===== src/rtl/flash16_wb_reader_if.sv =====
`default_nettype none
// ============================================================================
// Module      : flash16_wb_reader_if
// Description : Wishbone classic bus bundle between the CPU-side master and
//               the flash16_wb_reader slave.
//               master modport : drives wb_adr_i, wb_dat_i, wb_sel_i,
//                                wb_cyc_i, wb_stb_i, wb_we_i
//                                and receives wb_dat_o, wb_ack_o
//               slave modport  : the mirror image
// Revision    : 1.0 - initial release
// ============================================================================
interface flash16_wb_reader_if;
    logic [31:0] wb_adr_i;
    logic [31:0] wb_dat_i;
    logic [3:0]  wb_sel_i;
    logic        wb_cyc_i;
    logic        wb_stb_i;
    logic        wb_we_i;
    logic [31:0] wb_dat_o;
    logic        wb_ack_o;

    modport master (
        output wb_adr_i, wb_dat_i, wb_sel_i, wb_cyc_i, wb_stb_i, wb_we_i,
        input  wb_dat_o, wb_ack_o
    );

    modport slave (
        input  wb_adr_i, wb_dat_i, wb_sel_i, wb_cyc_i, wb_stb_i, wb_we_i,
        output wb_dat_o, wb_ack_o
    );
endinterface
`default_nettype wire


===== src/rtl/flash16_wb_reader.sv =====
`default_nettype none
// ============================================================================
// Module      : flash16_wb_reader
// Description : Wishbone slave that turns each 32-bit read into two timed
//               16-bit NOR flash reads, assembled big-endian (halfword at
//               adr[1]=0 lands in wb_dat_o[31:16]). Optional halfword
//               programming writes are built when FLASH16_WRITE_EN is defined;
//               otherwise every write is acked one cycle after acceptance
//               with no flash activity.
// Ports       : sys_clk, sys_rst_n  - clock, synchronous active-low reset
//               wb (slave modport)  - Wishbone classic bus
//               flash_adr           - flash byte address (bit 0 always 0)
//               flash_d_i/_o/_oe    - flash data in, data out, drive enable
//               flash_oe_n/we_n/ce_n- flash strobes, active low
// Macro       : FLASH16_WRITE_EN    - enables halfword programming writes
// Revision    : 1.0 - initial release
// ============================================================================
module flash16_wb_reader #(
    parameter int ADR_WIDTH = 24,
    parameter int RD_TIMING = 4,
    parameter int WR_TIMING = 6
) (
    input  logic                 sys_clk,
    input  logic                 sys_rst_n,
    flash16_wb_reader_if.slave   wb,
    output logic [ADR_WIDTH-1:0] flash_adr,
    input  logic [15:0]          flash_d_i,
    output logic [15:0]          flash_d_o,
    output logic                 flash_d_oe,
    output logic                 flash_oe_n,
    output logic                 flash_we_n,
    output logic                 flash_ce_n
);

    // Elaboration-time range checks on the timing parameters.
    if (RD_TIMING < 1 || RD_TIMING > 15) begin : g_bad_rd_timing
        $error("flash16_wb_reader: RD_TIMING must be 1..15");
    end
    if (WR_TIMING < 1 || WR_TIMING > 15) begin : g_bad_wr_timing
        $error("flash16_wb_reader: WR_TIMING must be 1..15");
    end

    localparam logic [3:0] c_RD_RELOAD = 4'(RD_TIMING - 1);

    typedef enum logic [2:0] {
        ST_IDLE     = 3'd0,
        ST_RD_HI    = 3'd1,
        ST_RD_LO    = 3'd2,
`ifdef FLASH16_WRITE_EN
        ST_WR_SETUP = 3'd4,
        ST_WR_PULSE = 3'd5,
        ST_WR_HOLD  = 3'd6,
`endif
        ST_ACK      = 3'd3
    } state_t;

    state_t                r_state;
    logic [3:0]            r_cnt;
    logic                  r_ack;
    logic [31:0]           r_dat;
    logic [ADR_WIDTH-1:0]  r_adr;
    logic                  r_oe_n;
    logic                  r_ce_n;

`ifdef FLASH16_WRITE_EN
    localparam logic [3:0] c_WR_RELOAD = 4'(WR_TIMING - 1);

    logic        r_we_n;
    logic        r_d_oe;
    logic [15:0] r_d_o;

    // Only the two aligned halfword lane patterns reach the flash.
    logic        w_sel_hi;
    logic        w_sel_lo;
    assign w_sel_hi = (wb.wb_sel_i == 4'b1100);
    assign w_sel_lo = (wb.wb_sel_i == 4'b0011);

    assign flash_we_n = r_we_n;
    assign flash_d_oe = r_d_oe;
    assign flash_d_o  = r_d_o;
`else
    assign flash_we_n = 1'b1;
    assign flash_d_oe = 1'b0;
    assign flash_d_o  = 16'h0000;
`endif

    assign wb.wb_ack_o = r_ack;
    assign wb.wb_dat_o = r_dat;
    assign flash_adr   = r_adr;
    assign flash_oe_n  = r_oe_n;
    assign flash_ce_n  = r_ce_n;

    always_ff @(posedge sys_clk) begin
        if (!sys_rst_n) begin
            r_state <= ST_IDLE;
            r_cnt   <= 4'd0;
            r_ack   <= 1'b0;
            r_dat   <= 32'h0000_0000;
            r_adr   <= '0;
            r_oe_n  <= 1'b1;
            r_ce_n  <= 1'b1;
`ifdef FLASH16_WRITE_EN
            r_we_n  <= 1'b1;
            r_d_oe  <= 1'b0;
            r_d_o   <= 16'h0000;
`endif
        end else if (r_state != ST_IDLE && !wb.wb_cyc_i) begin
            // Master abandoned the cycle: release the flash, keep any
            // halfword already captured in r_dat.
            r_state <= ST_IDLE;
            r_ack   <= 1'b0;
            r_oe_n  <= 1'b1;
            r_ce_n  <= 1'b1;
`ifdef FLASH16_WRITE_EN
            r_we_n  <= 1'b1;
            r_d_oe  <= 1'b0;
`endif
        end else begin
            case (r_state)
                ST_IDLE: begin
                    // r_ack is always low here; the term guards re-trigger.
                    if (wb.wb_cyc_i && wb.wb_stb_i && !r_ack) begin
                        if (!wb.wb_we_i) begin
                            r_adr   <= {wb.wb_adr_i[ADR_WIDTH-1:2], 2'b00};
                            r_ce_n  <= 1'b0;
                            r_oe_n  <= 1'b0;
                            r_cnt   <= c_RD_RELOAD;
                            r_state <= ST_RD_HI;
                        end
`ifdef FLASH16_WRITE_EN
                        else if (w_sel_hi || w_sel_lo) begin
                            r_adr   <= {wb.wb_adr_i[ADR_WIDTH-1:2], w_sel_lo, 1'b0};
                            r_d_o   <= w_sel_hi ? wb.wb_dat_i[31:16] : wb.wb_dat_i[15:0];
                            r_d_oe  <= 1'b1;
                            r_ce_n  <= 1'b0;
                            r_we_n  <= 1'b1;
                            r_oe_n  <= 1'b1;
                            r_state <= ST_WR_SETUP;
                        end
`endif
                        else begin
                            // Write with nothing to program: plain ack.
                            r_ack   <= 1'b1;
                            r_state <= ST_ACK;
                        end
                    end
                end

                ST_RD_HI: begin
                    if (r_cnt == 4'd0) begin
                        r_dat[31:16] <= flash_d_i;
                        r_adr[1]     <= 1'b1;
                        r_cnt        <= c_RD_RELOAD;
                        r_state      <= ST_RD_LO;
                    end else begin
                        r_cnt <= r_cnt - 4'd1;
                    end
                end

                ST_RD_LO: begin
                    if (r_cnt == 4'd0) begin
                        r_dat[15:0] <= flash_d_i;
                        r_ack       <= 1'b1;
                        r_oe_n      <= 1'b1;
                        r_ce_n      <= 1'b1;
                        r_state     <= ST_ACK;
                    end else begin
                        r_cnt <= r_cnt - 4'd1;
                    end
                end

`ifdef FLASH16_WRITE_EN
                ST_WR_SETUP: begin
                    r_we_n  <= 1'b0;
                    r_cnt   <= c_WR_RELOAD;
                    r_state <= ST_WR_PULSE;
                end

                ST_WR_PULSE: begin
                    if (r_cnt == 4'd0) begin
                        r_we_n  <= 1'b1;
                        r_state <= ST_WR_HOLD;
                    end else begin
                        r_cnt <= r_cnt - 4'd1;
                    end
                end

                ST_WR_HOLD: begin
                    r_ack   <= 1'b1;
                    r_d_oe  <= 1'b0;
                    r_ce_n  <= 1'b1;
                    r_state <= ST_ACK;
                end
`endif

                ST_ACK: begin
                    // One dead cycle so a held strobe is not re-accepted.
                    r_ack   <= 1'b0;
                    r_state <= ST_IDLE;
                end

                default: begin
                    r_state <= ST_IDLE;
                end
            endcase
        end
    end

endmodule
`default_nettype wire


===== src/flat_wrapper.sv =====
// flat-port wrapper written by rule: the top's interface ports become plain ports
module flash16_wb_reader_flat 
#(
    parameter int ADR_WIDTH = 24,
    parameter int RD_TIMING = 4,
    parameter int WR_TIMING = 6
)
  (sys_clk, sys_rst_n, flash_adr, flash_d_i, flash_d_o, flash_d_oe, flash_oe_n, flash_we_n, flash_ce_n, wb_wb_adr_i, wb_wb_dat_i, wb_wb_sel_i, wb_wb_cyc_i, wb_wb_stb_i, wb_wb_we_i, wb_wb_dat_o, wb_wb_ack_o);
  flash16_wb_reader_if wb_i ();
  input  logic sys_clk;
  input  logic sys_rst_n;
  output logic [ADR_WIDTH-1:0] flash_adr;
  input  logic [15:0] flash_d_i;
  output logic [15:0] flash_d_o;
  output logic flash_d_oe;
  output logic flash_oe_n;
  output logic flash_we_n;
  output logic flash_ce_n;
  input wire logic [$bits(wb_i.wb_adr_i)-1:0] wb_wb_adr_i;
  input wire logic [$bits(wb_i.wb_dat_i)-1:0] wb_wb_dat_i;
  input wire logic [$bits(wb_i.wb_sel_i)-1:0] wb_wb_sel_i;
  input wire logic [$bits(wb_i.wb_cyc_i)-1:0] wb_wb_cyc_i;
  input wire logic [$bits(wb_i.wb_stb_i)-1:0] wb_wb_stb_i;
  input wire logic [$bits(wb_i.wb_we_i)-1:0] wb_wb_we_i;
  output wire logic [$bits(wb_i.wb_dat_o)-1:0] wb_wb_dat_o;
  output wire logic [$bits(wb_i.wb_ack_o)-1:0] wb_wb_ack_o;
  assign wb_i.wb_adr_i = wb_wb_adr_i;
  assign wb_i.wb_dat_i = wb_wb_dat_i;
  assign wb_i.wb_sel_i = wb_wb_sel_i;
  assign wb_i.wb_cyc_i = wb_wb_cyc_i;
  assign wb_i.wb_stb_i = wb_wb_stb_i;
  assign wb_i.wb_we_i = wb_wb_we_i;
  assign wb_wb_dat_o = wb_i.wb_dat_o;
  assign wb_wb_ack_o = wb_i.wb_ack_o;
  flash16_wb_reader #(.ADR_WIDTH(ADR_WIDTH), .RD_TIMING(RD_TIMING), .WR_TIMING(WR_TIMING)) u_core (.sys_clk(sys_clk), .sys_rst_n(sys_rst_n), .wb(wb_i), .flash_adr(flash_adr), .flash_d_i(flash_d_i), .flash_d_o(flash_d_o), .flash_d_oe(flash_d_oe), .flash_oe_n(flash_oe_n), .flash_we_n(flash_we_n), .flash_ce_n(flash_ce_n));
endmodule

===== config.mk =====
export PLATFORM = sky130hd
export DESIGN_NAME = flash16_wb_reader_flat
export DESIGN_NICKNAME = d
export VERILOG_FILES = /design/src/rtl/flash16_wb_reader_if.sv /design/src/rtl/flash16_wb_reader.sv /design/src/flat_wrapper.sv
export SDC_FILE = /design/constraint.sdc
export NUM_CORES = 1
export LEC_CHECK = 0
export BUFFER_PORTS_ARGS = -buffer_cell sky130_fd_sc_hd__buf_2
export CAP_MARGIN = 20
export CORE_ASPECT_RATIO = 1.5
export CORE_MARGIN = 3
export CORE_UTILIZATION = 47
export CTS_BUF_LIST = sky130_fd_sc_hd__clkbuf_4 sky130_fd_sc_hd__clkbuf_8 sky130_fd_sc_hd__clkbuf_16
export DETAILED_ROUTE_END_ITERATION = 10
export HOLD_SLACK_MARGIN = 0.02
export PLACE_DENSITY = 0.86
export REMOVE_ABC_BUFFERS = 1
export SKIP_CTS_REPAIR_TIMING = 1
export SLEW_MARGIN = 20
export SYNTH_ARGS = -nofsm -noshare
export SYNTH_HDL_FRONTEND = slang
export SYNTH_SLANG_ARGS = --single-unit

===== constraint.sdc =====
create_clock -name sys_clk -period 3.28 [get_ports sys_clk]
set_input_delay 0.492 -clock sys_clk [delete_from_list [all_inputs] [get_ports sys_clk]]
set_output_delay 0.492 -clock sys_clk [all_outputs]
set_load 0.02 [all_outputs]

Word level (Yosys, flattened, before mapping)
Cells that the tools add are included.
{ "word_totals": {"output_inout_bits": 77, "inputBits": 89, "register_bits": 64} }
{ "op_classes": {"n_reduce_logical": 21, "n_mux": 20, "bitwise_logic": 3, "n_addsub": 1, "eq_ne": 9} }
{ "op_table": {"columns": ["cell", "n"], "rows": [
  ["4-bit two-way mux", 4],
  ["4-bit case mux with 3 select lines", 1],
  ["4-bit AND reduction", 3],
  ["5-bit AND reduction", 2],
  ["3-bit two-way mux", 3],
  ["3-bit case mux with 3 select lines", 1],
  ["3-bit AND reduction", 3],
  ["3-bit nonzero test", 3],
  ["3-bit by 2-bit == test with 1-bit output (second input constant)", 2],
  ["2-bit two-way mux", 3],
  ["2-bit by 1-bit != test with 1-bit output (second input constant)", 3],
  ["2-bit != test (second input constant)", 3],
  ["1-bit two-way mux", 5],
  ["4-bit logical NOT", 1],
  ["1-bit case mux with 2 select lines", 2],
  ["2-bit nonzero test", 2],
  ["4-bit by 1-bit subtractor with 4-bit output (second input constant)", 1],
  ["3-bit by 1-bit == test with 1-bit output (second input constant)", 1],
  ["1-bit logical AND", 3],
  ["3-bit logical NOT", 1],
  ["1-bit inverter", 3],
  ["1-bit case mux with 3 select lines", 1],
  ["1-bit logical NOT", 2],
  ["2-bit OR reduction", 1]
]} }

Logic depth before layout (Yosys ltp)
Gate-level depths: netlist of the first run.
{ "logic_depth": {"depth_word": 4, "depth_mapped": 9} }

Worst setup path after synthesis of the first run
OpenSTA, ideal clock, no wires.
{ "synth_timing": {"path_kind": "register to register", "start": "register u_core.r_state[0]", "end": "register u_core.r_dat[10] (netlist: u_core.wb.wb_dat_o[10])", "setup_slack_ns": 1.449, "t_arrival_ns": 1.709, "path_stages_with_launch": 10, "synth_period_minus_slack_ns": 1.831, "cell_sequence": "dfxtp_1 -> inv_1 -> ha_1 -> buf_2 -> or2_2 -> and3_1 -> buf_4 -> buf_4 -> nand2_1 -> a21boi_0"} }
{ "synth_via": {"elab_chain_cells": 4} }
{ "synth_rtl": {"columns": ["element", "line_no", "text"], "rows": [
  ["start, declared", "flash16_wb_reader.sv:57", "state_t r_state;"],
  ["start signal, assigned", "flash16_wb_reader.sv:95", "r_state <= ST_IDLE;"],
  ["start signal, assigned", "flash16_wb_reader.sv:110", "r_state <= ST_IDLE;"],
  ["start signal, assigned", "flash16_wb_reader.sv:128", "r_state <= ST_RD_HI;"],
  ["3-bit nonzero test", "flash16_wb_reader.sv:107", "end else if (r_state != ST_IDLE && !wb.wb_cyc_i) begin"],
  ["1-bit logical AND", "flash16_wb_reader.sv:107", null],
  ["1-bit inverter (no source line)", null, null],
  ["3-bit AND reduction (no source line) *", null, null],
  ["end signal, assigned", "flash16_wb_reader.sv:162", "r_dat[15:0] <= flash_d_i;"],
  ["end, declared", "flash16_wb_reader.sv:60", "logic [31:0] r_dat;"]
]} }
Mark *: on every way between the ends. The rest lies on a longest branch, timed or not.
A chain may end at the register's enable or synchronous reset.

Worst setup path in the final report of the first run
{ "layout_timing": {"start": "register u_core.r_state[0]", "end": "register u_core.r_dat[27] (netlist: u_core.wb.wb_dat_o[27])"} }
The elaborated chain is that of the path after synthesis.

==> results of run 1 <==
-- report_power, final --
group | switching [uW] | leakage (uW) | internal [uW] | total [uW]
logic | 623 | 0.000933 | 359 | 982
clock network | 275 | 0.0000884 | 295 | 570
registers | 82.0 | 0.000511 | 898 | 980
total | 981 | 0.00153 | 1550 | 2530
-- cells by family after synthesis --
logic type,count (synthesis)
multiplexers,2
AND/OR/NAND/NOR,145
flip-flops,63
AO/OA/AOI/OAI,73
buffers and inverters,44
adder cells (fa/ha/maj),8
other,2
-- path summary, 6_finish.rpt --
kind / start / endpoint / slack [ns] / cells past startpoint
max: u_core.r_state[0] / u_core.wb.wb_dat_o[27] / 1.17 / 6
max reg2reg: u_core.r_state[0] / u_core.wb.wb_dat_o[27] / 1.17 / 6
min reg2reg: u_core.wb.wb_dat_o[20] / u_core.wb.wb_dat_o[20] / 0.46 / 2
min: wb_wb_adr_i[9] / u_core.flash_adr[9] / 0.41 / 3
-- worst max-delay path, stage by stage, from the launching register on --
cell and delay, ns:
sky130_fd_sc_hd__dfxtp_1 0.42, sky130_fd_sc_hd__inv_1 0.09, sky130_fd_sc_hd__ha_1 0.30, sky130_fd_sc_hd__or2_2 0.37
sky130_fd_sc_hd__nand3_1 0.50, sky130_fd_sc_hd__nand2_1 0.11, sky130_fd_sc_hd__a21boi_0 0.22
-- per-layer routing --
| layer | GRT usage [%] | vias to the layer above |
|---|---|---|
| li1 | - | 1250 |
| met1 | 17.6 | 1134 |
| met4 | 8.87 | 0 |
| met2 | 33.7 | 94 |
| met5 | 0 | - |
| met3 | 6.19 | 7 |
-- metrics by stage --
step,setup slack [ns],total power (uW),hold slack (ns),utilization [%]
after floorplan,1.47,1690,0.533,-
after global placement,1.29,1950,0.437,55.7
after detailed placement,1.16,1980,0.451,55.7
after CTS,1.14,2560,0.390,58.6
after global routing,0.979,2720,0.377,58.6
final,1.17,2530,0.408,58.6
-- cell usage in the layout (no fill, tap or decap), types with 2 or more instances in the layout --
cell and count:
sky130_fd_sc_hd__clkbuf_8 10, sky130_fd_sc_hd__ha_1 8, sky130_fd_sc_hd__nand2_1 112, sky130_fd_sc_hd__inv_1 5, sky130_fd_sc_hd__nor3_1 2, sky130_fd_sc_hd__a221oi_2 2
sky130_fd_sc_hd__a31oi_1 2, sky130_fd_sc_hd__nand3_1 4, sky130_fd_sc_hd__buf_4 2, sky130_fd_sc_hd__buf_2 100, sky130_fd_sc_hd__o21ai_0 4, sky130_fd_sc_hd__a21boi_0 51
sky130_fd_sc_hd__nand3b_1 3, sky130_fd_sc_hd__nand4b_1 2, sky130_fd_sc_hd__nor2_1 10, sky130_fd_sc_hd__a21oi_1 5, sky130_fd_sc_hd__conb_1 19, sky130_fd_sc_hd__and3_1 2
sky130_fd_sc_hd__clkinv_2 3, sky130_fd_sc_hd__mux2i_1 2, sky130_fd_sc_hd__dfxtp_1 63, sky130_fd_sc_hd__a21boi_1 3
-- sequential cells by signal, indices dropped and copies added (netlist names) --
name                count
u_core.r_cnt            4
u_core.wb.wb_ack_o      1
u_core.flash_ce_n       1
u_core.flash_adr       23
u_core.wb.wb_dat_o     32
u_core.r_state          2
-- cell type report --
type | count | area [um^2]
Fill cell | 527 | 2410
Multi-Input combinational cell | 247 | 1360
Sequential cell | 63 | 1260
Timing Repair Buffer | 102 | 515
Clock buffer | 11 | 145
Tap cell | 72 | 90.1
Clock inverter | 4 | 22.5
Inverter | 5 | 18.8
==> reports/results.md, run 1 <==
| Metric | Reported | Unit |
| --- | --- | --- |
| Mux cell area share after synthesis | 0.707 | % |
| Fmax | 475 | MHz |
| Synthesized-area fraction occupied by ao, oa, aoi and oai cells | 19.1 | % |
| DR iter-0 viols | 78 | - |
| Data arrival at the endpoint of the critical path | 2.35 | ns |
| Relative slew margins | 44.8 | % |
| Library cell with the highest instance count after synthesis | sky130_fd_sc_hd__nand2_1 | - |
| Fin Setup TNS | 0 | ns |
| Worst clock skew | 0.00912 | ns |
| Clk Latency, worst-skew pair | 0.33 | ns |
| Hold violation total from the final report | 0 | - |
| Sort of element at the end of the critical path | flop | - |
| Wire length per cell | 12.3 | um |
| Overall overflow remaining after global route | 0 | - |
| Setup repair after global routing missed its margin | no | - |
| Total clock buffers created by CTS | 9 | - |
| Synth Instances | 337 | - |
| Synthesis warning total | 0 | - |
| Count of max-cap constraint violations | 0 | - |
| Synth cell types | 38 | - |
| Largest net degree at the start of global routing | 42 | - |
| Initial Util | 48.6 | % |
| Register bit total from synthesis | 63 | - |
| Pwr per Cell Area | 742 | mW/mm^2 |
| Portion of synthesized cell area occupied by the leading cell type | 44.5 | % |
| Remaining routing DRC violations | 0 | - |
| Tcrit/Tclk final | 64.2 | % |
| Number of antenna violations at the first check in global routing | 0 | - |
| Maximum number of buffers from clock root to sink | 2 | - |
| Actual transition at the worst max-transition pin | 0.828 | ns |
| Largest driver fanout on the critical path | 16 | - |
| Post-layout net count | 525 | - |
| Clock sinks | 63 | - |
| Drt total wl | 6.19 | mm |
| Category of the worst setup path launch point | flop | - |
| Die Ht | 101 | um |
| Synthesized-area fraction occupied by xor and xnor cells | 0 | % |
| Highest Signal Layer | met4 | - |
| Number of top-level pins | 166 | - |
| Via density | 4.93 | - |
| Fraction of the yosys area taken by sequential cells | 44.5 | % |
| Worst supply voltage drop on vdd | 0.000342 | V |
| Clock-pin transition on the worst setup and hold timing paths | 0.07 | ns |
| Most used flip-flop cell after synthesis | sky130_fd_sc_hd__dfxtp_1 | - |
| Post-placement cell area | 0.00325 | mm^2 |
| Maximum level of the CTS H-tree | 3 | - |
| Leakage Power | 0.00153 | uW |
| Number of optimization iterations in the first detailed-route pass | 4 | - |
| Count of non-filler cells in the finished layout | 504 | - |
| Detailed-route via count | 2,485 | - |
| Placement Rows | 34 | - |
| Overall die area | 0.00701 | mm^2 |
| Antenna diode count | 0 | - |
| Clock tree from TritonCTS | done | - |
| GRT Util Overall | 18.1 | % |
| Status | completed | - |
| Area contributors post-synth | sky130_fd_sc_hd__dfxtp_1 (45%), sky130_fd_sc_hd__nand2_1 (15%), sky130_fd_sc_hd__a21boi_0 (14%) | - |
| Fraction of final layout cells with drive strength greater than 1 | 28.2 | % |
| Setup Viol. Count Final | 0 | - |
| Final design area excluding fillers | 0.00341 | mm^2 |
| Cell area after technology mapping | 0.00283 | mm^2 |
| Minimum clock period | 2.11 | ns |
| Number of nets still failing antenna checks after routing | 0 | - |
| Die Width | 69.4 | um |
| EDFF count, synth | 0 | - |
| Met3 wirelength from detailed routing | 438 | um |
| Core Area | 0.00583 | mm^2 |
| Worst EP required | 3.52 | ns |
| Post-synthesis adder-cell area fraction | 3.53 | % |
| Post-synth ARST share | 0 | % |
| Largest family of logic cells by synthesized area | simple AND/OR/NAND/NOR gates | - |
| Via count of the first global-routing pass | 2,302 | - |
| CP Class | reg -> reg | - |
| Synthesized area per cell | 8.41 | um^2 |
| Cell at the root of the clock tree | sky130_fd_sc_hd__clkbuf_8 | - |
| Synth cell count leaders | sky130_fd_sc_hd__nand2_1 (112), sky130_fd_sc_hd__dfxtp_1 (63), sky130_fd_sc_hd__a21boi_0 (51) | - |
| Global-route wire length before repair | 10.1 | mm |
| Met1 routed wirelength after detailed routing | 2.41 | mm |
| Count of port buffers added during placement | 100 | - |
| Class of the tightest hold or removal check | in -> reg | - |
| Global placer's final weighted congestion | 0.779 | - |
| Total count of max-transition violations in the final report | 0 | - |
| WL met2 | 3.24 | mm |
| Detail Placement HPWL | 4.57 | mm |
| Simple logic cell fraction of the synthesized area | 22.2 | % |
| Area growth from synthesis to final layout | 20.5 | % |
| Cell total after placement | 489 | - |
| Library cell occupying the most area in the post-synthesis netlist | sky130_fd_sc_hd__dfxtp_1 | - |
Power figures use the tool's default switching activity.
==> run 2: changes to the inputs <==
--- a/config.mk
+++ b/config.mk
@@ -5,15 +5,16 @@
 export SDC_FILE = /design/constraint.sdc
 export NUM_CORES = 1
 export LEC_CHECK = 0
+export ABC_AREA = 1
 export BUFFER_PORTS_ARGS = -buffer_cell sky130_fd_sc_hd__buf_2
 export CAP_MARGIN = 20
 export CORE_ASPECT_RATIO = 1.5
 export CORE_MARGIN = 3
-export CORE_UTILIZATION = 47
+export CORE_UTILIZATION = 39
 export CTS_BUF_LIST = sky130_fd_sc_hd__clkbuf_4 sky130_fd_sc_hd__clkbuf_8 sky130_fd_sc_hd__clkbuf_16
 export DETAILED_ROUTE_END_ITERATION = 10
 export HOLD_SLACK_MARGIN = 0.02
-export PLACE_DENSITY = 0.86
+export PLACE_DENSITY = 0.78
 export REMOVE_ABC_BUFFERS = 1
 export SKIP_CTS_REPAIR_TIMING = 1
 export SLEW_MARGIN = 20
==> constraint.sdc (replaced) <==
create_clock -name sys_clk -period 1.8 [get_ports sys_clk]
set_input_delay 0.27 -clock sys_clk [delete_from_list [all_inputs] [get_ports sys_clk]]
set_output_delay 0.27 -clock sys_clk [all_outputs]
set_load 0.02 [all_outputs]
==> reports/results.md, run 2 <==
| Metric | Reported | Unit |
| --- | --- | --- |
| Fmax | 608 | MHz |
| Total clock buffers created by CTS | 9 | - |
| Clock-pin transition on the worst setup and hold timing paths | 0.07 | ns |
| WL met2 | 3.05 | mm |
| Die Width | 74.1 | um |
| Number of optimization iterations in the first detailed-route pass | 4 | - |
| Minimum clock period | 1.64 | ns |
| Status | completed | - |
| Number of antenna violations at the first check in global routing | 0 | - |
| Final design area excluding fillers | 0.00340 | mm^2 |
| Switching component of the power | 2380 | uW |
| Wire length per cell | 12.0 | um |
| Fraction of final layout cells with drive strength greater than 1 | 30.5 | % |
| Clock tree from TritonCTS | done | - |
| Data arrival at the endpoint of the critical path | 1.87 | ns |
| Setup repair after global routing missed its margin | no | - |
| Power Total | 5630 | uW |
| Clock network power share | 21.4 | % |
| Initial Util | 40.9 | % |
| Clock sinks | 63 | - |
| Highest Signal Layer | met4 | - |
| Class of the tightest hold or removal check | in -> reg | - |
| Number of flip-flops under the largest register name | 32 | - |
| DR iter-0 viols | 103 | - |
| Maximum level of the CTS H-tree | 3 | - |
| Total count of max-transition violations in the final report | 0 | - |
| Library cell occupying the most area in the post-synthesis netlist | sky130_fd_sc_hd__dfxtp_1 | - |
| Synth cell types | 24 | - |
| Tcrit/Tclk final | 91.4 | % |
| Global placer's final weighted congestion | 0.813 | - |
| Remaining routing DRC violations | 0 | - |
| Worst clock skew | 0.00694 | ns |
| Most used flip-flop cell after synthesis | sky130_fd_sc_hd__dfxtp_1 | - |
| Number of top-level pins | 166 | - |
| Post-placement cell area | 0.00317 | mm^2 |
| Sw Ratio | 42.3 | % |
| Category of the worst setup path launch point | flop | - |
| EDFF count, synth | 0 | - |
| Fraction of the yosys area taken by sequential cells | 46.5 | % |
| Post-layout net count | 554 | - |
| Met3 wirelength from detailed routing | 532 | um |
| Most frequent standard cell in the layout excluding fill and tap cells | sky130_fd_sc_hd__nor2_1 | - |
| Detail Placement HPWL | 4.67 | mm |
| Register bit total from synthesis | 63 | - |
| Library cell with the highest instance count after synthesis | sky130_fd_sc_hd__nor2_1 | - |
| CP Class | reg -> reg | - |
| Pwr per Cell Area | 1660 | mW/mm^2 |
| Internal power contribution | 3250 | uW |
| Largest net degree at the start of global routing | 30 | - |
| GRT Util Overall | 16.4 | % |
| Cell area after technology mapping | 0.00271 | mm^2 |
| Via density | 4.67 | - |
| Hold violation total from the final report | 0 | - |
| Setup Viol. Count Final | 0 | - |
| Antenna diode count | 0 | - |
| Cell at the root of the clock tree | sky130_fd_sc_hd__clkbuf_8 | - |
| Worst supply voltage drop on vdd | 0.000815 | V |
| Synth cell count leaders | sky130_fd_sc_hd__nor2_1 (120), sky130_fd_sc_hd__dfxtp_1 (63), sky130_fd_sc_hd__o21ai_0 (33) | - |
| Synthesized area per cell | 7.64 | um^2 |
| Drt total wl | 6.44 | mm |
| Die Ht | 108 | um |
| Overall die area | 0.00801 | mm^2 |
| Count of max-cap constraint violations | 0 | - |
| Core Area | 0.00662 | mm^2 |
| Overall overflow remaining after global route | 0 | - |
| Worst EP required | 2.03 | ns |
| Portion of synthesized cell area occupied by the leading cell type | 46.5 | % |
| Largest driver fanout on the critical path | 6 | - |
| Reg power frac | 35.0 | % |
| Sort of element at the end of the critical path | flop | - |
| Top library cells by usage in the layout, fill and taps aside | sky130_fd_sc_hd__nor2_1 (120), sky130_fd_sc_hd__buf_2 (100), sky130_fd_sc_hd__dfxtp_1 (62) | - |
| Count of port buffers added during placement | 100 | - |
| Clk Latency, worst-skew pair | 0.33 | ns |
| Detailed-route via count | 2,513 | - |
| Placement Rows | 36 | - |
| Combinational cell fraction of total power | 43.5 | % |
| Post-synth ARST share | 0 | % |
| Synth Instances | 355 | - |
| Met1 routed wirelength after detailed routing | 2.66 | mm |
| Leakage Power | 0.00180 | uW |
| Number of nets still failing antenna checks after routing | 0 | - |
| Maximum number of buffers from clock root to sink | 2 | - |
| Via count of the first global-routing pass | 2,368 | - |
| Global-route wire length before repair | 10.3 | mm |
| Area growth from synthesis to final layout | 25.3 | % |
| Synthesis warning total | 0 | - |
| Area contributors post-synth | sky130_fd_sc_hd__dfxtp_1 (47%), sky130_fd_sc_hd__nor2_1 (17%), sky130_fd_sc_hd__buf_4 (6.1%) | - |
| Fill cells | 648 | - |
## run 2: layer usage
metal  up-vias  GRT usage [%]
met1      1105           18.3
met4         0           7.77
met5         -              0
met2       100           27.8
li1       1292              -
met3        16           5.02
## run 2: critical path, cell delays in order, from the launching register on
cell,delay (ns)
sky130_fd_sc_hd__dfxtp_1,0.40
sky130_fd_sc_hd__inv_1,0.12
sky130_fd_sc_hd__ha_2,0.23
sky130_fd_sc_hd__nor2_4,0.27
sky130_fd_sc_hd__nor2_4,0.08
sky130_fd_sc_hd__buf_4,0.14
sky130_fd_sc_hd__buf_4,0.13
sky130_fd_sc_hd__o21ai_1,0.12
sky130_fd_sc_hd__nor2_1,0.05
## run 2: cell families (layout without fill, tap and decap cells)
| logic type | count (synthesis) | in the layout | synth area share (%) |
|---|---|---|---|
| buffers and inverters | 55 | 145 | 11.7 |
| other | 2 | 19 | 0.277 |
| AOI/OAI and AO/OA | 71 | 71 | 13.4 |
| adders and majority gates | 8 | 8 | 3.69 |
| DFF | 63 | 63 | 46.5 |
| and+or+nand+nor | 156 | 156 | 24.5 |
## run 2: path summary, 6_finish.rpt
check / startpoint / endpoint / slack, ns / cells past startpoint
worst max-delay path: u_core.r_state[1] / u_core.wb.wb_dat_o[8] / 0.16 / 8
worst min-delay path: wb_wb_adr_i[16] / u_core.flash_adr[16] / 0.16 / 3
worst max register to register: u_core.r_state[1] / u_core.wb.wb_dat_o[8] / 0.16 / 8
worst min register to register: u_core.wb.wb_ack_o / u_core.wb.wb_ack_o / 0.47 / 2
## run 2: power groups by stage
stage / combinational, uW / clock (uW) / sequential (uW)
after CTS: 2420 / 1250 / 1970
after floorplan: 1280 / 0 / 2380
final: 2450 / 1210 / 1970
after detailed placement: 2410 / 0 / 1990
after global placement: 2350 / 0 / 1980
after global routing: 2760 / 1310 / 2010
## run 2: area by class of cell
class	instances	area (um^2)	area share, %
clock buffer	10	138	4.05
clock inverter	6	60.1	1.77
inverter	21	81.3	2.39
multi-input combinational	254	1200	35.3
sequential	63	1260	37.2
tap	76	95.1	2.80
timing repair buffer	108	561	16.5
## run 2: per-stage QoR
stage	setup slack, ns	cells	hold WS (ns)	util, %	setup TNS [ns]
floorplan	-0.0449	338	0.396	-	-0.0449
global placement	0.0286	519	0.458	47.9	0
detailed placement	-0.0171	519	0.463	47.9	-0.0962
CTS	-0.0391	535	0.136	50.9	-0.384
global route	0.0164	538	0.151	51.3	0
finish	0.156	538	0.158	51.3	0
